[config.mk]
export PLATFORM = sky130hd
export DESIGN_NAME = vram_scan
export DESIGN_NICKNAME = d
export VERILOG_FILES = /design/src/rtl/vram_scan.sv
export SDC_FILE = /design/constraint.sdc
export NUM_CORES = 1
export LEC_CHECK = 0
export CORE_UTILIZATION = 45
export CTS_BUF_LIST = sky130_fd_sc_hd__clkbuf_4 sky130_fd_sc_hd__clkbuf_8
export DETAILED_ROUTE_END_ITERATION = 12
export DONT_BUFFER_PORTS = 1
export GPL_TIMING_DRIVEN = 0
export PLACE_DENSITY = 0.65
export SKIP_CTS_REPAIR_TIMING = 1
export SLEW_MARGIN = 20
export SYNTH_ARGS = -nofsm -noshare
export SYNTH_HDL_FRONTEND = slang
export SYNTH_SLANG_ARGS = --single-unit
[constraint.sdc]
create_clock -name clk -period 3.8 [get_ports clk]
set_input_delay 0.57 -clock clk [delete_from_list [all_inputs] [get_ports clk]]
set_output_delay 0.57 -clock clk [all_outputs]
set_load 0.01 [all_outputs]
[src/rtl/vram_scan.sv]
// Scanline VRAM fetcher: 2-word prefetch FIFO feeding a 1bpp pixel shifter.
// Define VSCAN_PIXDBL_EN to hold each pixel for two strobes (horizontal doubling).
module vram_scan #(
    parameter logic [13:0] BASE       = 14'h0000,
    parameter int          LINE_WORDS = 20
) (
    input  logic        clk,
    input  logic        reset,
    input  logic        frame_start,
    input  logic        line_start,
    input  logic        active,
    input  logic        pix_en,
    output logic        vram_req,
    input  logic        vram_gnt,
    output logic [13:0] vram_addr,
    input  logic [15:0] vram_data,
    output logic        pixel,
    output logic        underrun
);

    localparam logic [7:0]  LW     = 8'(LINE_WORDS);
    localparam logic [13:0] LW14   = 14'(LINE_WORDS);
    localparam logic [1:0]  S_IDLE = 2'd0;
    localparam logic [1:0]  S_REQ  = 2'd1;
    localparam logic [1:0]  S_DATA = 2'd2;

    logic [1:0]  r_state;
    logic [13:0] r_line_ptr;
    logic [13:0] r_addr;
    logic        r_first;
    logic [7:0]  r_fcnt;
    logic [7:0]  r_wcnt;
    logic [15:0] r_fifo [2];
    logic        r_wp;
    logic        r_rp;
    logic [1:0]  r_cnt;
    logic [15:0] r_sr;
    logic [4:0]  r_bits;
    logic        r_pixel;
    logic        r_underrun;

    logic        w_strobe;
    logic        w_shift;
    logic        w_room;
    logic        w_fetch;
    logic        w_grant;
    logic        w_wr;
    logic        w_empty;
    logic        w_need;
    logic        w_rd;
    logic        w_starve;
    logic [15:0] w_head;

    assign w_strobe = pix_en & active & ~line_start;
    assign w_empty  = (r_cnt == 2'd0);
    assign w_head   = r_fifo[r_rp];
    assign w_need   = w_strobe & (r_bits == 5'd0) & (r_wcnt < LW);
    assign w_rd     = w_need & ~w_empty;
    assign w_starve = w_strobe & (r_bits == 5'd0) & ~w_rd;
    assign w_room   = (r_cnt + {1'b0, r_state == S_DATA}) < 2'd2;
    assign w_fetch  = w_room & (r_fcnt < LW);
    assign w_grant  = (r_state == S_REQ) & vram_gnt;
    assign w_wr     = (r_state == S_DATA) & ~line_start;

`ifdef VSCAN_PIXDBL_EN
    logic r_phase;

    // Second strobe of a pair shifts; a starved strobe keeps the pairing intact.
    assign w_shift = w_strobe & r_phase;

    always_ff @(posedge clk or posedge reset) begin
        if (reset)
            r_phase <= 1'b0;
        else if (line_start)
            r_phase <= 1'b0;
        else if (w_strobe & ~w_starve)
            r_phase <= ~r_phase;
    end
`else
    assign w_shift = w_strobe;
`endif

    always_ff @(posedge clk or posedge reset) begin
        if (reset) begin
            r_line_ptr <= BASE;
            r_first    <= 1'b1;
        end else if (frame_start) begin
            r_line_ptr <= BASE;
            r_first    <= ~line_start;
        end else if (line_start) begin
            if (r_first)
                r_first <= 1'b0;
            else
                r_line_ptr <= r_line_ptr + LW14;
        end
    end

    always_ff @(posedge clk or posedge reset) begin
        if (reset) begin
            r_state <= S_IDLE;
            r_addr  <= 14'd0;
            r_fcnt  <= LW;
        end else if (line_start) begin
            r_state <= S_IDLE;
            r_fcnt  <= 8'd0;
        end else begin
            if (w_grant)
                r_fcnt <= r_fcnt + 8'd1;
            case (r_state)
                S_IDLE, S_DATA: begin
                    if (w_fetch) begin
                        r_state <= S_REQ;
                        r_addr  <= r_line_ptr + {6'd0, r_fcnt};
                    end else begin
                        r_state <= S_IDLE;
                    end
                end
                S_REQ: begin
                    if (vram_gnt)
                        r_state <= S_DATA;
                end
                default: r_state <= S_IDLE;
            endcase
        end
    end

    always_ff @(posedge clk) begin
        if (w_wr)
            r_fifo[r_wp] <= vram_data;
    end

    always_ff @(posedge clk or posedge reset) begin
        if (reset) begin
            r_wp  <= 1'b0;
            r_rp  <= 1'b0;
            r_cnt <= 2'd0;
        end else if (line_start) begin
            r_wp  <= 1'b0;
            r_rp  <= 1'b0;
            r_cnt <= 2'd0;
        end else begin
            if (w_wr)
                r_wp <= ~r_wp;
            if (w_rd)
                r_rp <= ~r_rp;
            r_cnt <= r_cnt + {1'b0, w_wr} - {1'b0, w_rd};
        end
    end

    always_ff @(posedge clk or posedge reset) begin
        if (reset) begin
            r_sr       <= 16'd0;
            r_bits     <= 5'd0;
            r_wcnt     <= LW;
            r_pixel    <= 1'b0;
            r_underrun <= 1'b0;
        end else begin
            if (frame_start)
                r_underrun <= 1'b0;
            else if (w_need & w_empty)
                r_underrun <= 1'b1;

            // Unshifted load leaves 16 bits so the paired strobe can shift.
            if (line_start) begin
                r_sr   <= 16'd0;
                r_bits <= 5'd0;
                r_wcnt <= 8'd0;
            end else if (w_rd) begin
                r_wcnt <= r_wcnt + 8'd1;
                if (w_shift) begin
                    r_sr   <= {w_head[14:0], 1'b0};
                    r_bits <= 5'd15;
                end else begin
                    r_sr   <= w_head;
                    r_bits <= 5'd16;
                end
            end else if (w_shift && r_bits != 5'd0) begin
                r_sr   <= {r_sr[14:0], 1'b0};
                r_bits <= r_bits - 5'd1;
            end

            if (!active)
                r_pixel <= 1'b0;
            else if (w_starve)
                r_pixel <= 1'b0;
            else if (w_rd)
                r_pixel <= w_head[15];
            else if (w_strobe)
                r_pixel <= r_sr[15];
        end
    end

    assign vram_req  = (r_state == S_REQ);
    assign vram_addr = r_addr;
    assign pixel     = r_pixel;
    assign underrun  = r_underrun;

endmodule

# Yosys cells after proc, flatten, opt, wreduce, memory -nomap -nowiden
# Memories as Yosys holds them, arrays and structs flattened.
# Cells that the tools add are included.
[classes] add_sub_neg=8 n_lt_le_gt_ge=3 eq_ne=5 muxes=34 bitwise=15 n_reduce_logical=14
[op_table] operator="2-to-1 mux 16 bit" n=4
[op_table] operator="2-to-1 mux 14 bit" n=3
[op_table] operator="2-to-1 mux 8 bit" n=4
[op_table] operator="2-to-1 mux 5 bit" n=4
[op_table] operator="adder 8 x 1 -> 8 bit, second input constant" n=2
[op_table] operator="< comparator 8 x 5 -> 1 bit, second input constant" n=2
[op_table] operator="2-to-1 mux 1 bit" n=15
[op_table] operator="adder 14 x 5 -> 14 bit, second input constant" n=1
[op_table] operator="adder 14 x 8 -> 14 bit" n=1
[op_table] operator="AND 1 bit" n=10
[op_table] operator="nonzero test 2 bit" n=5
[op_table] operator="2-to-1 mux 2 bit" n=3
[op_table] operator="zero test 5 bit" n=1
[op_table] operator="NOT 1 bit" n=5
[op_table] operator="nonzero test 5 bit" n=1
[op_table] operator="subtractor 5 x 1 -> 5 bit, second input constant" n=1
[op_table] operator="adder 2 x 1 -> 2 bit" n=2
[op_table] operator="zero test 2 bit" n=2
[op_table] operator="inequality test 4 x 1 -> 1 bit, second input constant" n=1
[op_table] operator="case mux 2 bit (2 select lines)" n=1
[op_table] operator="inequality test 3 x 2 -> 1 bit, second input constant" n=1
[op_table] operator="AND reduction 3 bit" n=1
[op_table] operator="nonzero test 3 bit" n=1
[op_table] operator="== test 2 x 1 -> 1 bit, second input constant" n=1
[op_table] operator="7 further kinds" n=7
[totals] register_bits=74 ramBits=32 inputBits=23 out_inout_bits=17 elab_cells=93 memories=1
[mem_list] name="r_fifo" depth=2 word_bits=16 rd=1 rd_ports_with_merged_regs=0 write_ports=1 line="33" rtl="logic [15:0] r_fifo [2];"

# Depth between registers and ports, before layout
[logic_depth] depth_word=9 depth_mapped=11 depth_no_buf=11

# Worst setup path before layout
# No wires, ideal clock.
[synth_path] path_kind="reg-to-reg" startpoint="reg r_bits[0]" endpoint="reg r_cnt[1]" setup_time_ps=132 t_arrival_ps=1960 required_time_ps=3668 path_slack_ps=1708 stages_incl_launch_ff=12 n_path_buf=0 period_less_slack_ps=2092 path_cell_list="dfrtp_1 -> inv_1 -> ha_1 -> nor4b_1 -> nand4_1 -> nor2_1 -> ha_1 -> inv_1 -> ha_1 -> xor2_1 -> xnor2_1 -> nor2_1"
[synth_between] elab_chain_len=6
[synth_rtl] element="start, declared" line="38" rtl="logic [4:0] r_bits;"
[synth_rtl] element="start signal, assigned" line="179" rtl="r_bits <= r_bits - 5'd1;"
[synth_rtl] element="zero test 5 bit" line="57" rtl="assign w_need = w_strobe & (r_bits == 5'd0) & (r_wcnt < LW);"
[synth_rtl] element="AND 1 bit (2 in a row)" line="57"
[synth_rtl] element="AND 1 bit" line="58" rtl="assign w_rd = w_need & ~w_empty;"
[synth_rtl] element="subtractor 2 x 1 -> 2 bit" line="146" rtl="r_cnt <= r_cnt + {1'b0, w_wr} - {1'b0, w_rd};"
[synth_rtl] element="2-to-1 mux 2 bit" line="137" rtl="end else if (line_start) begin"
[synth_rtl] element="end signal, assigned" line="146"
[synth_rtl] element="end, declared" line="36" rtl="logic [1:0] r_cnt;"
# Every way passes these cells.
# A chain may end at the register's enable or synchronous reset.

# Final worst setup path
# Ends and elaborated chain as after synthesis.

==> results.md <==
- PnR worst setup slack: about 1.4 ns
- Starting Density: between 40% and 50%
- Pleak: 2.18 nW
- Crit path DAT: around 2.6 ns
- Share of cells above drive strength 1: 11.6%
- Synth Cell Area: a little under 0.005 mm²
- Post-route cell area: between 0.005 and 0.006 mm²
- Post-DR wirelength/cell: ~15 µm
- Yosys reg bits: 104
- Die height: between 100 and 150 µm
- Sequential cell area fraction in the yosys report: a little under three fifths
- Status: finished clean
- CP max FO: 4
- Core Box Area: between 0.01 and 0.015 mm²
- Final clock skew: ~0.0084 ns
- Pwr Total: approximately 2.1 mW
- Final setup TNS: 0 ns
- Worst slew pin tran: between 0.6 and 0.7 ns
- Fin cells: 575
- Final #Nets: 470
- ANT nets after route: 0
- GRT busiest layer: met2
- Final period util: a little over three fifths
- Synth top area cells: dfrtp_1 35%, edfxtp_1 20%, mux2_4 4.3%
- Initial antenna violation count: 0
- Net Count, Synth: 456
- Synth warnings: 0
- Top cell type's share of synthesized area: about 35%
- CP Class: reg2reg
- Post-Place Cell Area: ~0.005 mm²
- Met2 Track Usage GR: about 29%
- Max Fclk: roughly 420 MHz
- Max Slew Vio Count: 0
- Drt first pass iters: 4
- Worst-Skew Late Latency: about 0.38 ns
- Final hold vios: 0
- Clock slew at reported path FFs: roughly 0.10 ns
- PwrDens: about 400 mW/mm²
- Dpl ws: 1.40 ns
- Hold WC Path Type: in2async
- Mean post-synth cell area: between 10 and 15 µm²
- Setup crit end kind: register
- GR Layer Usage met1: about a fifth
- CTS Buf Count: 9
- Die area: roughly 0.011 mm²
- Tmin final: approximately 2.4 ns
- RSZ-0062 raised after global routing: no
- PortBufs: 0
- # rows: 37
- Global-route wire length before repair: between 10000 and 15000 µm
- Main synth FF type: dfrtp_1
- Die Width: roughly 110 µm
- Global Route Usage Sum: about 17%
- Residual DRC: 0
- Clock sink total: 104
- CTS Buffer Depth: 2
- Placed Cells: ~560
- Most frequent cell after synthesis: dfrtp_1
- Synth-to-Final Area Change: 9.30%
- Post-DP HPWL: approximately 6400 µm
- Largest net degree at the start of global routing: 48
- GR Overflow Total: 0
- TritonCTS clock tree: built
- Antenna Cells: 0
- Maxcap violations: 0
- Via density: about 5.4
- Slew HR: between 50 and 60%
- Number of setup violations in the final report: 0
- Ys async rst share: between 60 and 70%
- Post-synth EDFFs: 32
- H-Tree Depth: 3
- GR Util met3: 4.33%
- Startpoint types: register
- Req. time, crit path: between 4 and 5 ns
- Top cells by count, synth: 67 x dfrtp_1, 47 x nand2_1, 33 x nor2_1
- Top Ports: 40
- Largest area contributor in the netlist: dfrtp_1
- VDD IR max: slightly below 0.3 mV
- Routed wire length: 8770 µm
- Number of distinct library cells after synthesis: 44
- Fill count: 901
- Final GP Congestion: slightly below 0.8
- Mapped Cells: between 400 and 500
- Vias in the first global route: ~3100
- DR vias: 3095
- DR iter-0 viols: 110
- CTS root buf: clkbuf_8
path summary, 6_finish.rpt:
path | to | slack [ns] | startpoint | cells past startpoint
worst max-delay path | r_cnt[1] | 1.42 | r_bits[0] | 11
worst min-delay path | vram_addr[13] | 0.03 | reset | 1
worst max register to register | r_cnt[1] | 1.42 | r_bits[0] | 11
worst min register to register | r_wcnt[3] | 0.51 | r_wcnt[3] | 1
max in group asynchronous | r_wcnt[4] | 3.17 | reset | 2
min in group clk | r_line_ptr[10] | 0.24 | frame_start | 1
metrics by stage:
stage / hold WS, ns / util [%]
2_1_floorplan: 0.463 / -
3_3_place_gp: 0.482 / 48.5
3_5_place_dp: 0.442 / 49.1
4_1_cts: 0.0296 / 51.2
5_1_grt: 0.0378 / 51.2
6_report: 0.0324 / 51.2
flip-flops by register name, summed over array words and instances (netlist names):
name / cells
r_fifo: 32
r_first: 1
r_wcnt: 8
r_state: 2
r_rp: 1
vram_addr: 14
r_cnt: 2
r_bits: 5
r_wp: 1
r_line_ptr: 12
pixel: 1
r_fcnt: 8
r_sr: 16
underrun: 1
worst max-delay path, stage by stage (launching register included):
cell     delay, ns
dfrtp_1       0.41
inv_1         0.06
ha_1          0.20
nor4b_1       0.36
nand4_1       0.13
nor2_1        0.26
ha_1          0.28
inv_1         0.06
ha_1          0.14
xor2_1        0.17
xnor2_1       0.13
nor2_1        0.05
cells in the final DEF, fill, tap and decap left out, types with 5 or more instances in the layout:
cell      instances
nand3b_1          5
nor2b_1           9
xnor2_1          14
mux2_4           14
a21oi_1          19
inv_1             5
o21ai_0          24
nand2_1          47
clkbuf_8         10
and3_1            5
a21o_1            5
xor2_1           15
edfxtp_1         32
nor2_1           31
nand3_1           5
o211ai_1          7
nand4_1           8
o22ai_1          15
dfstp_2           5
or3_1             5
dfrtp_1          67
ha_1             13
clkbuf_1         10
mux2i_1          18
routing by layer:
layer  part of all wire [%]  routed length [µm]
met1                     45                3950
met2                     49                4300
met3                    3.7                 322
met4                    2.2                 197
met5                      0                   0
where the power goes:
group,total (mW),internal [mW],switching (mW)
registers,1.22,1.18,0.0313
logic,0.177,0.0728,0.105
clock network,0.737,0.339,0.398
total,2.13,1.60,0.535
cell type report:
class	count	area, µm²	area share [%]
inverters	6	25.0	0.472
well taps	136	170	3.21
repair buffers	3	57.6	1.08
clock buffers	10	138	2.59
clock inverters	6	78.8	1.49
flip-flops and latches	104	2770	52.2
plain buffers	17	83.8	1.58
multi-input cells	293	1980	37.4
kinds of logic (layout without fill, tap and decap cells):
group                      Yosys count  after routing  share of synthesized area, %
and+or+nand+nor                    140            140                          14.4
DFF                                104            104                          57.0
AOI/OAI and AO/OA                   76             76                          9.20
muxes                               34             34                          8.51
xor gates and xnor gates            29             29                          5.23
buffers and inverters               23             42                          2.19
adders and majority gates           13             13                          3.35
other                                1              1                        0.0772
(Power assumes the default switching activity.)
